**src/rtl/bp_fpga_host_nbf_tx_arbiter.sv**
```systemverilog
// Arbitrates NBF packet sources onto the single UART TX packet path, one registered output stage.
// Optional per-requester grant statistics: define BP_FPGA_HOST_NBF_ARB_STATS_EN.
module bp_fpga_host_nbf_tx_arbiter #(
   parameter int num_req_p      = 2,
   parameter int nbf_width_p    = 112,
   parameter int starve_limit_p = 8
) (
   input  logic                             clk_i,
   input  logic                             reset_n_i,
   input  logic [num_req_p*nbf_width_p-1:0] req_data_i,
   input  logic [num_req_p-1:0]             req_v_i,
   output logic [num_req_p-1:0]             req_ready_and_o,
   output logic [nbf_width_p-1:0]           data_o,
   output logic                             v_o,
   input  logic                             ready_and_i,
   output logic [$clog2(num_req_p)-1:0]     grant_id_o
`ifdef BP_FPGA_HOST_NBF_ARB_STATS_EN
   ,output logic [num_req_p*16-1:0]         grant_cnt_o
`endif
);

   localparam int IW = $clog2(num_req_p);
   localparam int CW = (starve_limit_p > 0) ? $clog2(starve_limit_p + 1) : 1;
   localparam logic [CW-1:0] LIM = CW'(starve_limit_p);

   logic [IW-1:0]          r_last_grant;
   logic [CW-1:0]          r_starve_cnt;
   logic [IW-1:0]          w_fix_id, w_fair_id, w_win_id;
   logic [num_req_p-1:0]   w_win_oh;
   logic [nbf_width_p-1:0] w_win_data;
   logic                   w_fair_mode, w_space, w_accept, w_contend;
   int                     w_idx;

   assign w_fair_mode = (starve_limit_p != 0) && (r_starve_cnt == LIM);
   assign w_space     = ~v_o | ready_and_i;

   always_comb begin
      w_fix_id = '0;
      for (int i = num_req_p - 1; i >= 0; i--)
         if (req_v_i[i]) w_fix_id = IW'(i);
   end

   // Scan downward in distance so the nearest valid requester after the last grant wins.
   always_comb begin
      w_fair_id = r_last_grant;
      w_idx     = 0;
      for (int k = num_req_p; k >= 1; k--) begin
         w_idx = int'(r_last_grant) + k;
         if (w_idx >= num_req_p) w_idx = w_idx - num_req_p;
         if (req_v_i[w_idx]) w_fair_id = IW'(w_idx);
      end
   end

   assign w_win_id = w_fair_mode ? w_fair_id : w_fix_id;

   always_comb begin
      w_win_oh   = '0;
      w_win_data = '0;
      for (int i = 0; i < num_req_p; i++) begin
         if (w_win_id == IW'(i)) begin
            w_win_oh[i] = 1'b1;
            w_win_data  = req_data_i[i*nbf_width_p +: nbf_width_p];
         end
      end
   end

   assign w_accept        = reset_n_i & w_space & req_v_i[w_win_id];
   assign w_contend       = |(req_v_i & ~w_win_oh);
   assign req_ready_and_o = w_accept ? w_win_oh : '0;

   always_ff @(posedge clk_i or negedge reset_n_i) begin
      if (!reset_n_i) begin
         v_o        <= 1'b0;
         data_o     <= '0;
         grant_id_o <= '0;
      end else if (w_accept) begin
         v_o        <= 1'b1;
         data_o     <= w_win_data;
         grant_id_o <= w_win_id;
      end else if (ready_and_i) begin
         v_o        <= 1'b0;
      end
   end

   always_ff @(posedge clk_i or negedge reset_n_i) begin
      if (!reset_n_i) begin
         r_last_grant <= IW'(num_req_p - 1);
         r_starve_cnt <= '0;
      end else if (w_accept) begin
         r_last_grant <= w_win_id;
         if (starve_limit_p == 0)
            r_starve_cnt <= '0;
         else if (!w_fair_mode && w_contend) begin
            if (r_starve_cnt != LIM) r_starve_cnt <= r_starve_cnt + 1'b1;
         end else
            r_starve_cnt <= '0;
      end
   end

`ifdef BP_FPGA_HOST_NBF_ARB_STATS_EN
   for (genvar g = 0; g < num_req_p; g++) begin : g_stats
      always_ff @(posedge clk_i or negedge reset_n_i) begin
         if (!reset_n_i)
            grant_cnt_o[g*16 +: 16] <= '0;
         else if (w_accept && w_win_oh[g] && (grant_cnt_o[g*16 +: 16] != 16'hFFFF))
            grant_cnt_o[g*16 +: 16] <= grant_cnt_o[g*16 +: 16] + 16'd1;
      end
   end
`endif

endmodule

```
**config.mk**
```make
export PLATFORM = sky130hd
export DESIGN_NAME = bp_fpga_host_nbf_tx_arbiter
export DESIGN_NICKNAME = d
export VERILOG_FILES = /design/src/rtl/bp_fpga_host_nbf_tx_arbiter.sv
export SDC_FILE = /design/constraint.sdc
export NUM_CORES = 1
export LEC_CHECK = 0
export BUFFER_PORTS_ARGS = -buffer_cell sky130_fd_sc_hd__buf_2
export CORE_AREA = 2 2 134 136
export DETAILED_ROUTE_END_ITERATION = 10
export DIE_AREA = 0 0 136 138
export GPL_TIMING_DRIVEN = 0
export PLACE_DENSITY_LB_ADDON = 0.08
export SYNTH_ARGS = -nofsm -noshare
export SYNTH_HDL_FRONTEND = slang
export SYNTH_SLANG_ARGS = --single-unit
```
**constraint.sdc**
```tcl
create_clock -name clk_i -period 5.5 [get_ports clk_i]
set_input_delay 1.1 -clock clk_i [delete_from_list [all_inputs] [get_ports clk_i]]
set_output_delay 1.1 -clock clk_i [all_outputs]
set_load 0.005 [all_outputs]
```
==> reports/qor.tcl, run 1 <==
set qor(syn_to_final_growth_pct) 48.67
set qor(most_repeated_cell_in_the_gate_level_netlist_after_synthesis) {o21ai_0}
set qor(grt_pass1_wl_mm) 30.34
set qor(top_cells_by_instance_count_after_synthesis) {o21ai_0 (137), dfrtp_1 (118), nand2_1 (114), nor2_1 (109), o21ai_1 (93)}
set qor(fp.dieArea_um2) 18770
set qor(route.detailed.drc) 0
set qor(grt_max_degree) 73
set qor(hold_bufs_at_cts) 0
set qor(globalplace.congestion) 0.8052
set qor(postSynthCellCount) 655
set qor(timing.setup.critical_path_class) {in2out}
set qor(die_h_um) 138
set qor(floorplan.io_pins) 345
set qor(clock_insertion_delay_worst_skew_ns) 0.41
set qor(max-slew-margin-rel) 0.6776
set qor(multi_input_comb_area_um2) 2198
set qor(filler_cell_count) 1830
set qor(async_flop_share) 1.000
set qor(final_min_period_over_clock_period) 0.6801
set qor(ant_nets) 0
set qor(cts_made_buffers) 17
set qor(post_cts_resized) 0
set qor(end_kind) {output pin}
set qor(postSynthRegisterBits) 119
set qor(synthDistinctLibCells) 26
set qor(cts.reportedPaths.clkPinSlew_ns) 0.06
set qor(cts_max_level) 4
set qor(status) {complete, no violations}
set qor(finalCoreUtilization) 0.4671
set qor(ys_seq_area_frac) 0.5408
set qor(die_width_um) 136
set qor(initial_utilization) 0.3142
set qor(fraction_of_layout_instances_using_a_drive_strength_above_1) 0.4083
set qor(root_buffer) {clkbuf_16}
set qor(fin_skew_ns) 0.01135
set qor(actual_transition_at_the_worst_max_transition_pin_ns) 0.4836
set qor(synth_enable_flop_cells) 0
set qor(average_detailed_routed_wire_length_per_instance_um) 15.57
set qor(finish.net_count) 1250
set qor(hold_viol) 0
set qor(final-setup-viol-count) 0
set qor(critical_path_source_type) {primary input}
set qor(drv_cap) 0
set qor(io_buffer_count) 344
set qor(num_rows) 49
set qor(design.core.area_um2) 17530
set qor(yosys_warnings) 0
set qor(ff_latch_area_um2) 2979
set qor(rsz0062_at_grt) {false}
set qor(grt_pass1_vias) 5631
set qor(grtUsageTotal) 0.2087
set qor(cp.arrival_ns) 2.64
set qor(cts-root-to-sink-buffers) 2
set qor(post-cts-setup-buffers) 0
set qor(clock_sink_count) 119
set qor(power_density_nw_per_um2) 348.5
set qor(critPathRequiredTime_ns) 4.40
set qor(period_minus_slack_ns) 3.741
set qor(drt_iter0_markers) 282
set qor(vdd_drop_max_uv) 211.3
set qor(detailedRoute.firstPassIterationCount) 4
set qor(total_power_mw) 2.854
set qor(min_path_type) {reg2reg}
set qor(antenna_violations_before_repair) 1
set qor(tritoncts) {done}
set qor(post_drt_via_cell_ratio) 4.666
set qor(via_count) 5884
set qor(syn-cell-area_um2) 5509
set qor(area_contributors_post_synth) {dfrtp_1 (54%), o21ai_0 (12%), o21ai_1 (8.4%)}
set qor(fmax_ghz) 0.2673
set qor(postSynth.topFlopCell) {dfrtp_1}
set qor(postSynthAreaPerCell_um2) 8.411
set qor(post-synth-top-area-fraction) 0.5360
set qor(leakagePower_nw) 4.220
set qor(routed_wirelength_mm) 19.64
set qor(cp_max_fo) 49
set qor(postSynthNetCount) 886
set qor(dp_hpwl_mm) 14.56
set qor(synth_top_area_cell) {dfrtp_1}
set qor(maxSlewViolCount) 0
set qor(grt_overflow) 0
-- per-layer routing --
metal  vias to the layer above  global-route usage  wire length [um]
li1                       2911                   -                 -
met1                      2689              0.2587              7934
met2                       246              0.3338              9399
met3                        38             0.06234              1670
met4                         0             0.09485               633
met5                         -                   0                 0
-- layout by cell type (no fill, tap or decap), types with 10 or more instances in the layout --
cell and instances:
buf_2 361, buf_6 12, clkbuf_1 19, clkbuf_16 17, dfrtp_1 118, nand2_1 114
nor2_1 109, nor2_2 10, o21ai_0 137, o21ai_1 93
-- per-stage QoR --
step	setup TNS, ns	instance area [um^2]	setup slack [ns]	hold WS (ns)	instances
6_report	0	8190	1.759	0.4702	1261
5_1_grt	0	8190	1.513	0.4944	1261
4_1_cts	0	8188	1.692	0.4780	1260
3_5_place_dp	0	7551	1.695	0.4650	1229
3_3_place_gp	-0.7763	7517	-0.4171	0.4607	1228
2_1_floorplan	0	5509	2.487	0.4710	655
-- where the power goes --
group	switching [mW]	leakage (nW)	internal, mW
clock network	0.395	0.312	0.826
logic	0.282	2.45	0.252
registers	0.0745	1.46	1.02
-- area by class of cell --
class,count,area share
Clock inverter,8,0.02062
Clock buffer,23,0.05713
Multi-Input combinational cell,482,0.2684
Timing Repair Buffer,345,0.2143
Sequential cell,119,0.3637
Inverter,3,0.001375
Antenna cell,1,0.0003055
Tap cell,229,0.03498
Buffer,51,0.03911
-- flip-flops by register name, indices dropped and copies added, names as in the netlist --
name	flops
data_o	112
grant_id_o	1
r_last_grant	1
r_starve_cnt	4
v_o	1
-- cell families (layout without fill, tap and decap cells) --
| kind of cell | count (synthesis) | after routing | synth area share |
|---|---|---|---|
| AOI/OAI and AO/OA | 233 | 233 | 0.2137 |
| adders and majority gates | 2 | 2 | 0.004542 |
| buffers and inverters | 54 | 430 | 0.06018 |
| DFF | 119 | 119 | 0.5408 |
| other | 0 | 1 | 0 |
| and+or+nand+nor | 247 | 247 | 0.1808 |
-- worst max-delay path, cell delays in order --
cell      delay, ns
buf_6          0.36
o21ai_1        0.20
nand2b_1       0.18
buf_2          0.18
buf_4          0.20
nor2_1         0.20
buf_2          0.17
-- path summary, 6_finish.rpt --
check | from | to | slack, ns | depth (start not counted)
max | reset_n_i | req_ready_and_o[0] | 1.76 | 7
min | data_o[99]$_DFFE_PN0P_ | data_o[99]$_DFFE_PN0P_ | 0.47 | 2
max reg2reg | r_starve_cnt[0]$_DFFE_PN0P_ | data_o[13]$_DFFE_PN0P_ | 3.52 | 8
min reg2reg | data_o[99]$_DFFE_PN0P_ | data_o[99]$_DFFE_PN0P_ | 0.47 | 2
max in group asynchronous | reset_n_i | r_last_grant$_DFFE_PN1P_ | 4.11 | 2
min in group asynchronous | reset_n_i | data_o[31]$_DFFE_PN0P_ | 0.62 | 1
Note: power is estimated with default switching activity, not from simulation.
==> run 2, diff against run 1 <==
Settings changed: CORE_AREA 2 2 134 136 to 2 2 135 137, DIE_AREA 0 0 136 138 to 0 0 137 139.
Clock period 5.5 ns to 3.5 ns, I/O delays scaled along.
==> run 2 against run 1 <==
  * Critical path depth grew 1
  * Clock skew down 0.0030 ns
  * Count of clock-buffer cells in the layout up 2
  * Sequential power increased by 57%
  * Sequential share of layout area barely moved
  * Total power rose by 54%
  * First-iteration DRC count decreased by 13%
  * Critical path type unchanged
==> reports/qor.tcl, run 2 (synthesis results as in run 1) <==
set qor(design.core.area_um2) 17660 ;# was 17,530 um^2
set qor(syn_to_final_growth_pct) 48.83 ;# was 48.67%
set qor(cts.reportedPaths.clkPinSlew_ns) 0.06 ;# about the same
set qor(detailedRoute.firstPassIterationCount) 4 ;# unchanged
set qor(rr_startpoint) {r_starve_cnt[0]$_DFFE_PN0P_} ;# unchanged
set qor(drv_cap) 0 ;# unchanged
set qor(cts_made_buffers) 17 ;# unchanged
set qor(layout_commonest_cell) {buf_2} ;# unchanged
set qor(critPathRequiredTime_ns) 2.80 ;# was 4.40 ns
set qor(tritoncts) {done} ;# unchanged
set qor(holdWs_ns) 0.1709 ;# was 0.4702 ns
set qor(timing.setup.critical_path_class) {in2out} ;# unchanged
set qor(via_count) 5766 ;# was 5,884
set qor(fin_skew_ns) 0.008348 ;# was 0.01135 ns
set qor(maxSlewViolCount) 0 ;# unchanged
set qor(dp_hpwl_mm) 13.98 ;# was 14.56 mm
set qor(ant_nets) 0 ;# unchanged
set qor(initial_utilization) 0.3120 ;# was 0.3142
set qor(root_buffer) {clkbuf_16} ;# unchanged
set qor(cp.arrival_ns) 2.39 ;# was 2.64 ns
set qor(max-slew-margin-rel) 0.6417 ;# was 0.6776
set qor(timing.reg2reg.worst_path_depth) 8 ;# unchanged
set qor(globalplace.congestion) 0.8157 ;# was 0.8052
set qor(post_cts_resized) 0 ;# unchanged
set qor(post-cts-setup-buffers) 0 ;# unchanged
set qor(post_drt_via_cell_ratio) 4.565 ;# was 4.666
set qor(actual_transition_at_the_worst_max_transition_pin_ns) 0.5374 ;# was 0.4836 ns
set qor(min_path_type) {in2async} ;# was reg2reg
set qor(die_width_um) 137 ;# was 136 um
set qor(hold_bufs_at_cts) 0 ;# unchanged
set qor(grt_pass1_vias) 5478 ;# was 5,631
set qor(final_min_period_over_clock_period) 0.8833
set qor(vdd_drop_max_uv) 324.9 ;# was 211.3 uV
set qor(routed_wirelength_mm) 18.79 ;# was 19.64 mm
set qor(setup_tns_ns) 0 ;# unchanged
set qor(most-common-layout-cells) {buf_2 (361), o21ai_0 (137), dfrtp_1 (118)} ;# unchanged
set qor(leakagePower_nw) 4.220 ;# about the same
set qor(io_buffer_count) 344 ;# unchanged
set qor(grt_pass1_wl_mm) 28.15 ;# was 30.34 mm
set qor(multi_input_comb_area_um2) 2198 ;# unchanged
set qor(largest_registers) {data_o: 112 flops, r_starve_cnt: 4 flops} ;# unchanged
set qor(average_detailed_routed_wire_length_per_instance_um) 14.87 ;# was 15.57 um
set qor(power_density_nw_per_um2) 535.5 ;# was 348.5 nW/um^2
set qor(timing.reg2reg.setup_slack_ns) 1.55 ;# was 3.52 ns
set qor(end_kind) {output pin} ;# unchanged
set qor(finish.net_count) 1251 ;# was 1,250
set qor(cp_max_fo) 45 ;# was 49
set qor(period_minus_slack_ns) 3.091
set qor(floorplan.io_pins) 345 ;# unchanged
set qor(status) {complete, no violations} ;# unchanged
set qor(grt_overflow) 0 ;# unchanged
set qor(rsz0062_at_grt) {false} ;# unchanged
set qor(cts_max_level) 4 ;# unchanged
set qor(fraction_of_layout_instances_using_a_drive_strength_above_1) 0.4105 ;# was 0.4083
set qor(die_h_um) 139 ;# was 138 um
set qor(largest_register) {data_o} ;# unchanged
set qor(grt_max_degree) 91 ;# was 73
set qor(drt_iter0_markers) 245 ;# was 282
set qor(clock_sink_count) 119 ;# unchanged
set qor(final-setup-viol-count) 0 ;# unchanged
set qor(critical_path.reg2reg.endpoint) {data_o[19]$_DFFE_PN0P_} ;# was data_o[13]$_DFFE_PN0P_
set qor(ff_latch_area_um2) 2979 ;# unchanged
set qor(hold_viol) 0 ;# unchanged
set qor(critical_path_source_type) {primary input} ;# unchanged
set qor(num_rows) 49 ;# unchanged
set qor(fmax_ghz) 0.3235
set qor(route.detailed.drc) 0 ;# unchanged
set qor(grtUsageTotal) 0.1910 ;# was 0.2087
set qor(fp.dieArea_um2) 19040 ;# was 18,770 um^2
set qor(clock_insertion_delay_worst_skew_ns) 0.41 ;# about the same
set qor(filler_cell_count) 1851 ;# was 1,830
set qor(number_of_flip_flops_under_the_largest_register_name) 112 ;# unchanged
set qor(antenna_violations_before_repair) 1 ;# unchanged
set qor(cts-root-to-sink-buffers) 2 ;# unchanged
## run 2: stage by stage
step                      std cells  worst slack [ns]  utilization  cell area, um^2  total power, mW
after global routing           1263            0.2219       0.4644             8199            4.643
after detailed placement       1229            0.1574       0.4277             7551            2.600
after floorplan                 655             1.287            -             5509            2.088
after CTS                      1261            0.1520       0.4628             8172            4.454
final                          1263            0.4086       0.4644             8199            4.390
after global placement         1228            -1.579       0.4257             7517            2.596
## run 2: power breakdown
part	switching, mW	internal [mW]
Combinational	0.437	0.398
Clock	0.616	1.21
Sequential	0.116	1.61
Total	1.17	3.22
## run 2: worst max-delay path by stage
stage	start	depth (start not counted)	slack [ns]	endpoint
3_3_place_gp	reset_n_i	7	-1.58	req_ready_and_o[0]
5_1_grt	reset_n_i	8	0.22	req_ready_and_o[0]
2_1_floorplan	req_v_i[0]	5	1.29	req_ready_and_o[1]
3_5_place_dp	reset_n_i	8	0.16	req_ready_and_o[0]
4_1_cts	reset_n_i	8	0.15	req_ready_and_o[0]
6_report	reset_n_i	8	0.41	req_ready_and_o[0]
## run 2: critical path, cell delays in order
cell and delay, ns:
buf_6 0.28, buf_16 0.27, o21ai_1 0.16, nand2b_1 0.16
buf_2 0.18, buf_4 0.21, nor2_1 0.21, buf_2 0.17
## run 2: layout make-up
type | instances | share of cell area
Antenna cell | 1 | 0.0003052
Buffer | 51 | 0.03907
Clock buffer | 25 | 0.06165
Clock inverter | 7 | 0.01404
Inverter | 3 | 0.001373
Multi-Input combinational cell | 482 | 0.2681
Sequential cell | 119 | 0.3633
Tap cell | 229 | 0.03495
Timing Repair Buffer | 346 | 0.2172
## run 2: routing by layer
| layer | vias up | track usage | share of wire |
|---|---|---|---|
| met1 | 2626 | 0.2229 | 0.41 |
| li1 | 2917 | - | - |
| met5 | - | 0 | 0 |
| met4 | 0 | 0.06240 | 0.013 |
| met3 | 17 | 0.05409 | 0.080 |
| met2 | 206 | 0.3341 | 0.50 |
